<file path="src/rtl/multicycle_controller.sv">
// multicycle_controller
//
// Control unit for the multi-cycle MIPS-subset processor. It takes op/funct
// from the datapath's instruction register and drives every datapath
// select and write-enable from a Moore state machine, one microstep per
// mCLK cycle.
//
// Outputs are registered. On each edge they are loaded with the decode of
// the state being entered, so they always equal the decode of the current
// state. While RST is high the state is FETCH and every output is 0. The
// first edge after RST falls does not advance the state. Instead it loads
// the FETCH outputs, so FETCH fills the first full cycle after reset.
//
// Optional feature, macro MC_CTRL_ILLEGAL_TRAP_EN:
//   defined   - adds the 'illegal' output and a HALT state. An unknown op or
//               an unsupported R-type funct traps into HALT. HALT holds with
//               illegal=1 until RST.
//   undefined - no 'illegal' port. Unknown encodings fall back to FETCH as
//               NOPs, with no write enables raised.
//
// Ports:
//   mCLK       in  1  system clock, rising edge
//   RST        in  1  asynchronous active-high reset
//   op         in  6  IR[31:26]
//   funct      in  6  IR[5:0]
//   MtoRFSel   out 1  RF write data: 0 ALUOUTR, 1 DR
//   RFDSel     out 1  RF write address: 0 rt, 1 rd
//   IDSel      out 1  memory address: 0 PC, 1 ALUOUTR
//   ALUIn1Sel  out 1  ALU input 1: 0 PC, 1 A
//   IRWE       out 1  IR load enable
//   DMWE       out 1  memory write enable
//   PCWE       out 1  unconditional PC write
//   Branch     out 1  PC write when the ALU zero flag is set
//   RFWE       out 1  register-file write enable
//   PCSel      out 2  00 ALUOUT, 01 ALUOUTR, 10 jump address
//   ALUIn2Sel  out 2  00 B, 01 constant 1, 10 SImm
//   ALUSel     out 3  010 add, 110 sub, 000 and, 001 or, 111 slt
//   illegal    out 1  trap flag (only with MC_CTRL_ILLEGAL_TRAP_EN)

module multicycle_controller (
    input  logic       mCLK,
    input  logic       RST,
    input  logic [5:0] op,
    input  logic [5:0] funct,
    output logic       MtoRFSel,
    output logic       RFDSel,
    output logic       IDSel,
    output logic       ALUIn1Sel,
    output logic       IRWE,
    output logic       DMWE,
    output logic       PCWE,
    output logic       Branch,
    output logic       RFWE,
    output logic [1:0] PCSel,
    output logic [1:0] ALUIn2Sel,
    output logic [2:0] ALUSel
`ifdef MC_CTRL_ILLEGAL_TRAP_EN
    ,
    output logic       illegal
`endif
);

    localparam logic [5:0] OP_RTYPE = 6'b000000;
    localparam logic [5:0] OP_LW    = 6'b100011;
    localparam logic [5:0] OP_SW    = 6'b101011;
    localparam logic [5:0] OP_BEQ   = 6'b000100;
    localparam logic [5:0] OP_ADDI  = 6'b001000;
    localparam logic [5:0] OP_J     = 6'b000010;

    typedef enum logic [3:0] {
        S_FETCH   = 4'd0,
        S_DECODE  = 4'd1,
        S_MEMADR  = 4'd2,
        S_MEMRD   = 4'd3,
        S_MEMWB   = 4'd4,
        S_MEMWR   = 4'd5,
        S_EXECUTE = 4'd6,
        S_ALUWB   = 4'd7,
        S_ADDIEXE = 4'd8,
        S_ADDIWB  = 4'd9,
        S_BRANCH  = 4'd10,
        S_JUMP    = 4'd11
`ifdef MC_CTRL_ILLEGAL_TRAP_EN
        ,
        S_HALT    = 4'd12
`endif
    } state_t;

    // One bundle holding every control output, so the registered copy and
    // its next value move together.
    typedef struct packed {
`ifdef MC_CTRL_ILLEGAL_TRAP_EN
        logic       illegal;
`endif
        logic       mtoRFSel;
        logic       rfdSel;
        logic       idSel;
        logic       aluIn1Sel;
        logic       irWe;
        logic       dmWe;
        logic       pcWe;
        logic       branch;
        logic       rfWe;
        logic [1:0] pcSel;
        logic [1:0] aluIn2Sel;
        logic [2:0] aluSel;
    } ctrl_t;

    state_t r_state;
    ctrl_t  r_ctrl;
    logic   r_running;
    logic   r_isStore;

    state_t w_nextState;
    ctrl_t  w_loadCtrl;

    // R-type funct codes this datapath can execute.
    function automatic logic functSupported(input logic [5:0] f);
        case (f)
            6'b100000, 6'b100010, 6'b100100, 6'b100101, 6'b101010: return 1'b1;
            default:                                             return 1'b0;
        endcase
    endfunction

    // ALU operation for an R-type funct. Unsupported codes fall back to add.
    // The result is harmless because no write follows them.
    function automatic logic [2:0] functToAlu(input logic [5:0] f);
        case (f)
            6'b100010: return 3'b110;
            6'b100100: return 3'b000;
            6'b100101: return 3'b001;
            6'b101010: return 3'b111;
            default:   return 3'b010;
        endcase
    endfunction

    // Moore output decode. A state not listed here leaves every output at 0.
    // EXECUTE is the only state whose outputs depend on anything else,
    // because its ALU operation comes from funct.
    function automatic ctrl_t decodeCtrl(input state_t s, input logic [5:0] f);
        ctrl_t c;
        c = '0;
        case (s)
            S_FETCH: begin
                c.irWe      = 1'b1;
                c.aluIn2Sel = 2'b01;
                c.aluSel    = 3'b010;
                c.pcWe      = 1'b1;
            end
            S_DECODE: begin
                c.aluIn2Sel = 2'b10;
                c.aluSel    = 3'b010;
            end
            S_MEMADR, S_ADDIEXE: begin
                c.aluIn1Sel = 1'b1;
                c.aluIn2Sel = 2'b10;
                c.aluSel    = 3'b010;
            end
            S_MEMRD: c.idSel = 1'b1;
            S_MEMWB: begin
                c.mtoRFSel = 1'b1;
                c.rfWe     = 1'b1;
            end
            S_MEMWR: begin
                c.idSel = 1'b1;
                c.dmWe  = 1'b1;
            end
            S_EXECUTE: begin
                c.aluIn1Sel = 1'b1;
                c.aluSel    = functToAlu(f);
            end
            S_ALUWB: begin
                c.rfdSel = 1'b1;
                c.rfWe   = 1'b1;
            end
            S_ADDIWB: c.rfWe = 1'b1;
            S_BRANCH: begin
                c.aluIn1Sel = 1'b1;
                c.aluSel    = 3'b110;
                c.branch    = 1'b1;
                c.pcSel     = 2'b01;
            end
            S_JUMP: begin
                c.pcSel = 2'b10;
                c.pcWe  = 1'b1;
            end
`ifdef MC_CTRL_ILLEGAL_TRAP_EN
            S_HALT: c.illegal = 1'b1;
`endif
            default: ;
        endcase
        return c;
    endfunction

    // Next-state logic. op is read in DECODE and funct in EXECUTE. MEMADR
    // uses the lw/sw flag captured in DECODE instead of reading op again.
    always_comb begin
        w_nextState = S_FETCH;
        case (r_state)
            S_FETCH:  w_nextState = S_DECODE;
            S_DECODE: begin
                case (op)
                    OP_LW, OP_SW: w_nextState = S_MEMADR;
                    OP_RTYPE:     w_nextState = S_EXECUTE;
                    OP_BEQ:       w_nextState = S_BRANCH;
                    OP_ADDI:      w_nextState = S_ADDIEXE;
                    OP_J:         w_nextState = S_JUMP;
`ifdef MC_CTRL_ILLEGAL_TRAP_EN
                    default:      w_nextState = S_HALT;
`else
                    default:      w_nextState = S_FETCH;
`endif
                endcase
            end
            S_MEMADR:  w_nextState = r_isStore ? S_MEMWR : S_MEMRD;
            S_MEMRD:   w_nextState = S_MEMWB;
            S_EXECUTE: begin
                if (functSupported(funct)) begin
                    w_nextState = S_ALUWB;
                end else begin
`ifdef MC_CTRL_ILLEGAL_TRAP_EN
                    w_nextState = S_HALT;
`else
                    w_nextState = S_FETCH;
`endif
                end
            end
            S_ADDIEXE: w_nextState = S_ADDIWB;
`ifdef MC_CTRL_ILLEGAL_TRAP_EN
            S_HALT:    w_nextState = S_HALT;
`endif
            default:   w_nextState = S_FETCH;
        endcase
    end

    // Value loaded into the output register. The first edge after reset
    // reloads FETCH outputs without advancing. Every later edge loads the
    // decode of the state being entered.
    always_comb begin
        w_loadCtrl = decodeCtrl(S_FETCH, funct);
        if (r_running) begin
            w_loadCtrl = decodeCtrl(w_nextState, funct);
        end
    end

    // The state machine: state, registered outputs, post-reset start flag,
    // and the lw/sw flag captured in DECODE. Reset clears the outputs at
    // once, so an interrupted instruction cannot complete its write.
    always_ff @(posedge mCLK or posedge RST) begin
        if (RST) begin
            r_state   <= S_FETCH;
            r_ctrl    <= '0;
            r_running <= 1'b0;
            r_isStore <= 1'b0;
        end else begin
            r_running <= 1'b1;
            r_ctrl    <= w_loadCtrl;
            if (r_running) begin
                r_state <= w_nextState;
                if (r_state == S_DECODE) begin
                    r_isStore <= (op == OP_SW);
                end
            end
        end
    end

    assign MtoRFSel  = r_ctrl.mtoRFSel;
    assign RFDSel    = r_ctrl.rfdSel;
    assign IDSel     = r_ctrl.idSel;
    assign ALUIn1Sel = r_ctrl.aluIn1Sel;
    assign IRWE      = r_ctrl.irWe;
    assign DMWE      = r_ctrl.dmWe;
    assign PCWE      = r_ctrl.pcWe;
    assign Branch    = r_ctrl.branch;
    assign RFWE      = r_ctrl.rfWe;
    assign PCSel     = r_ctrl.pcSel;
    assign ALUIn2Sel = r_ctrl.aluIn2Sel;
    assign ALUSel    = r_ctrl.aluSel;
`ifdef MC_CTRL_ILLEGAL_TRAP_EN
    assign illegal   = r_ctrl.illegal;
`endif

endmodule

</file>
<file path="config.mk">
export PLATFORM = sky130hd
export DESIGN_NAME = multicycle_controller
export DESIGN_NICKNAME = d
export VERILOG_FILES = /design/src/rtl/multicycle_controller.sv
export SDC_FILE = /design/constraint.sdc
export NUM_CORES = 1
export LEC_CHECK = 0
export ABC_AREA = 1
export CORE_MARGIN = 5
export CORE_UTILIZATION = 49
export CTS_BUF_LIST = sky130_fd_sc_hd__clkbuf_4
export DETAILED_ROUTE_END_ITERATION = 6
export PLACE_DENSITY_LB_ADDON = 0.05
export SETUP_SLACK_MARGIN = 0.4
export SYNTH_ARGS = -nofsm -noshare
export SYNTH_HDL_FRONTEND = slang
export SYNTH_SLANG_ARGS = --single-unit
</file>
<file path="constraint.sdc">
create_clock -name mCLK -period 1.9 [get_ports mCLK]
set_clock_uncertainty 0.15 [all_clocks]
set_input_delay 0.38 -clock mCLK [delete_from_list [all_inputs] [get_ports mCLK]]
set_output_delay 0.38 -clock mCLK [all_outputs]
set_load 0.005 [all_outputs]
</file>
Word level (Yosys, flattened, before mapping)
Cells that the tools add are included.

operators by class
  reduce and logical (&&, ||, !) cells = 12
  muxes and demuxes = 20
  eq/ne operators = 26

operators with widths
  cell                  number
  $eq A6 B6 Y1 const B  7
  $pmux W4 S6           1
  $eq A4 B3 Y1 const B  5
  $eq A4 B4 Y1 const B  5
  $pmux W4 S5           1
  $eq A4 B2 Y1 const B  4
  $mux W16              1
  $pmux W3 S4           1
  $mux W1               11
  $pmux W3 S3           1
  $eq A4 B1 Y1 const B  2
  $logic_not A4 Y1      2
  $pmux W2 S2           2
  $reduce_or A4 Y1      2
  $eq A6 B2 Y1 const B  1
  $eq A6 B3 Y1 const B  1
  $eq A6 B4 Y1 const B  1
  $logic_not A6 Y1      1
  $mux W3               2
  $reduce_or A2 Y1      3
  $reduce_or A3 Y1      2
  $reduce_or A5 Y1      1
  $reduce_and A2 Y1     1

word-level totals
  input bits = 14
  output and inout bits = 16
  logic and storage cells = 73
  bits in registers = 22

Depth between registers and ports, before layout
  depth in word-level cells = 10
  mapped depth = 13
  depth with buffers taken out = 13

Least setup slack after synthesis
Ideal clock, no wire load.

  path kind = reg-to-reg
  start = register r_state[3]
  end = register r_ctrl (netlist bit ALUSel[1])
  stages on the path, launching flop included = 11
  arrival = 1.226 ns
  buffers on the path = 0
  period minus slack after synthesis = 1.493 ns
  slack = 0.407 ns
  setup time = 0.117 ns
  data required time = 1.633 ns
  cell sequence = dfrtp_1 -> nor2_2 -> inv_1 -> nor3_2 -> nand2_1 -> nand2_1 -> nor2_1 -> nand3_1 -> nand2_1 -> nor2_1 -> nand2_1

RTL lines
  element                 RTL line  source
  from (decl)             109       state_t r_state;
  from (signal assigned)  259       r_state <= w_nextState;
  to (signal assigned)    257       r_ctrl <= w_loadCtrl;
  to (decl)               110       ctrl_t r_ctrl;

==> run metrics <==
EDFF count, synth 0; Netlist Area Pre-Place 1120 um^2; Final Hold Vio Count 0; post-layout util 0.838; nets 230; layout cells sized above 1 0.377; Yosys reg bits 20; synth unique cells 22; Required @ worst endpoint 1.99 ns; first-pass GRT wire length 5.26 mm; most frequent cells in the layout nand2_1, buf_4, inv_1, dfrtp_1; startpoint types flip-flop; core area 2190 um^2; Static Leak 0.000972 uW; CTS Hold Bufs 0; initial antenna violation count 0; CTS tree done; crit path max fanout 4; H-tree Lvls 1; commonest non-fill, non-tap cell in the layout nand2_1; pin count of the biggest net entering global routing 21; register area share after synthesis 0.447; Antenna Cells 0; Peak VDD IR 493 uV; Clock Root Buffer clkbuf_4; IO Port Bufs 29; CTS Buf Count 3; IO Count 30; fin crit share 0.941; number of global-route vias before repair 1282; Post-synth ARST share 1.00; Setup crit end kind flip-flop; ranking of synthesized cells by area dfrtp_1, nand2_1, nor2_1; fin. max-slew vios 0; Yosys top cell by area dfrtp_1; Sequential cell area 504 um^2; DRC errors left 0; all-layer global routing usage 0.206; Power Density 652 nW/um^2; clock sink count 20; buffer depth of the longest clock path 2; RSZ-0062 raised after global routing true; Routed wire per std cell 14.0 um; die width 57.8 um; Die Area 3340 um^2; Synth top area share 0.447; drt via density 5.28; Synth Instances 157; Hold Crit Class in -> async; antenna-violating nets left 0; Pwr Total 1200 uW; DR pass1 iterations 4; WP data arrival 1.88 ns; # setup viols final 0; Total Neg Setup Slack 0 ns; clock slew at reported path FFs 0.11 ns; Vias 1283; row count 17; GR Overflow Total 0; wirelength, routed 3.40 mm; status completed; fmax 0.559 GHz; placer congestion estimate 0.871; Avg Cell Area, Syn 7.13 um^2; initial core utilization 0.511; Worst Setup Path Type reg -> reg; Die H 57.8 um; Synth Flop Type dfrtp_1; Period minus WS final 1.79 ns; area growth from synthesis to layout 63.9%; Synth Net Count 171; Fillers 134; DRT iter0 DRCs 63; clk_lat worst skew 0.31 ns; hpwl dp 2.07 mm; area of the multi-input gates 663 um^2; max cap viols 0; Ys Warns 0
[power by group]
group / internal, uW / switching, uW / leakage, uW
Clock: 76.8 / 136 / 0.0000154
Combinational: 215 / 274 / 0.000697
Sequential: 464 / 30.1 / 0.000259
[layer usage]
layer  vias up  wire (um)  GRT usage
li1        599          -          -
met2        84       1690      0.377
met3        18        292     0.0312
met5         -          0          0
met1       582       1290      0.220
met4         0        123      0.126
[critical path, cell delays in order (launching register included)]
cell and delay [ns]:
dfrtp_2 0.47, nor2_4 0.17, inv_2 0.08, nor3_4 0.21
buf_4 0.14, buf_6 0.08, buf_6 0.08, buf_6 0.08
buf_6 0.09, inv_4 0.03, nor3_2 0.13
[registers in the layout, indices dropped and copies added (netlist names)]
name,count
ALUIn1Sel,1
ALUIn2Sel,1
ALUSel,3
Branch,1
DMWE,1
IDSel,1
IRWE,1
MtoRFSel,1
PCSel,1
PCWE,1
RFDSel,1
RFWE,1
r_isStore,1
r_running,1
r_state,4
[per-stage QoR]
| step | hold slack (ns) | instances | setup slack (ns) | instance area, um^2 |
|---|---|---|---|---|
| 3_3_place_gp | 0.407 | 224 | -0.203 | 1520 |
| 5_1_grt | 0.274 | 243 | -0.00113 | 1840 |
| 4_1_cts | 0.258 | 242 | 0.200 | 1730 |
| 2_1_floorplan | 0.194 | 157 | 0.407 | 1120 |
| 3_5_place_dp | 0.407 | 224 | -0.251 | 1520 |
| 6_report | 0.236 | 243 | 0.112 | 1840 |
[cells in the mapped netlist, types with 3 or more instances]
| library cell | n |
|---|---|
| inv_2 | 3 |
| inv_1 | 24 |
| o21ai_0 | 6 |
| nand3_1 | 15 |
| nand2_1 | 36 |
| a21oi_1 | 3 |
| dfrtp_1 | 20 |
| nor2_1 | 25 |
| nor2_2 | 4 |
| nand2_2 | 5 |
[worst paths after layout]
path | end | cells after the start | slack [ns] | start
worst max-delay path | DMWE | 10 | 0.11 | r_state[3]
worst min-delay path | IDSel | 3 | 0.24 | RST
worst max register to register | DMWE | 10 | 0.11 | r_state[3]
worst min register to register | DMWE | 2 | 0.45 | r_isStore
max in group asynchronous | r_running | 3 | 1.15 | RST
min in group mCLK | PCSel[1] | 3 | 0.43 | op[1]
[logic make-up (layout without fill, tap and decap cells)]
logic type / after synthesis / in the layout / synth area share
buffers and inverters: 30 / 88 / 0.107
AND/OR/NAND/NOR: 95 / 95 / 0.392
flip-flops: 20 / 20 / 0.447
AO/OA/AOI/OAI: 11 / 11 / 0.0503
other: 1 / 1 / 0.00335
[layout make-up]
cell class	instances	share of cell area
Timing Repair Buffer	57	0.274
Tap cell	28	0.0191
Sequential cell	20	0.275
Inverter	27	0.0566
Multi-Input combinational cell	107	0.361
Clock buffer	3	0.0123
Clock inverter	1	0.00204
[repair_timing]
| action | 4_1_cts | 5_1_grt |
|---|---|---|
| gates resized for setup | 60 | 38 |
| endpoints found under the setup margin | 30 | 31 |
| hold endpoints to repair | 0 | 0 |
| pin swaps | 22 | 6 |
| setup buffers | 14 | 1 |
Power figures use the tool's default switching activity.
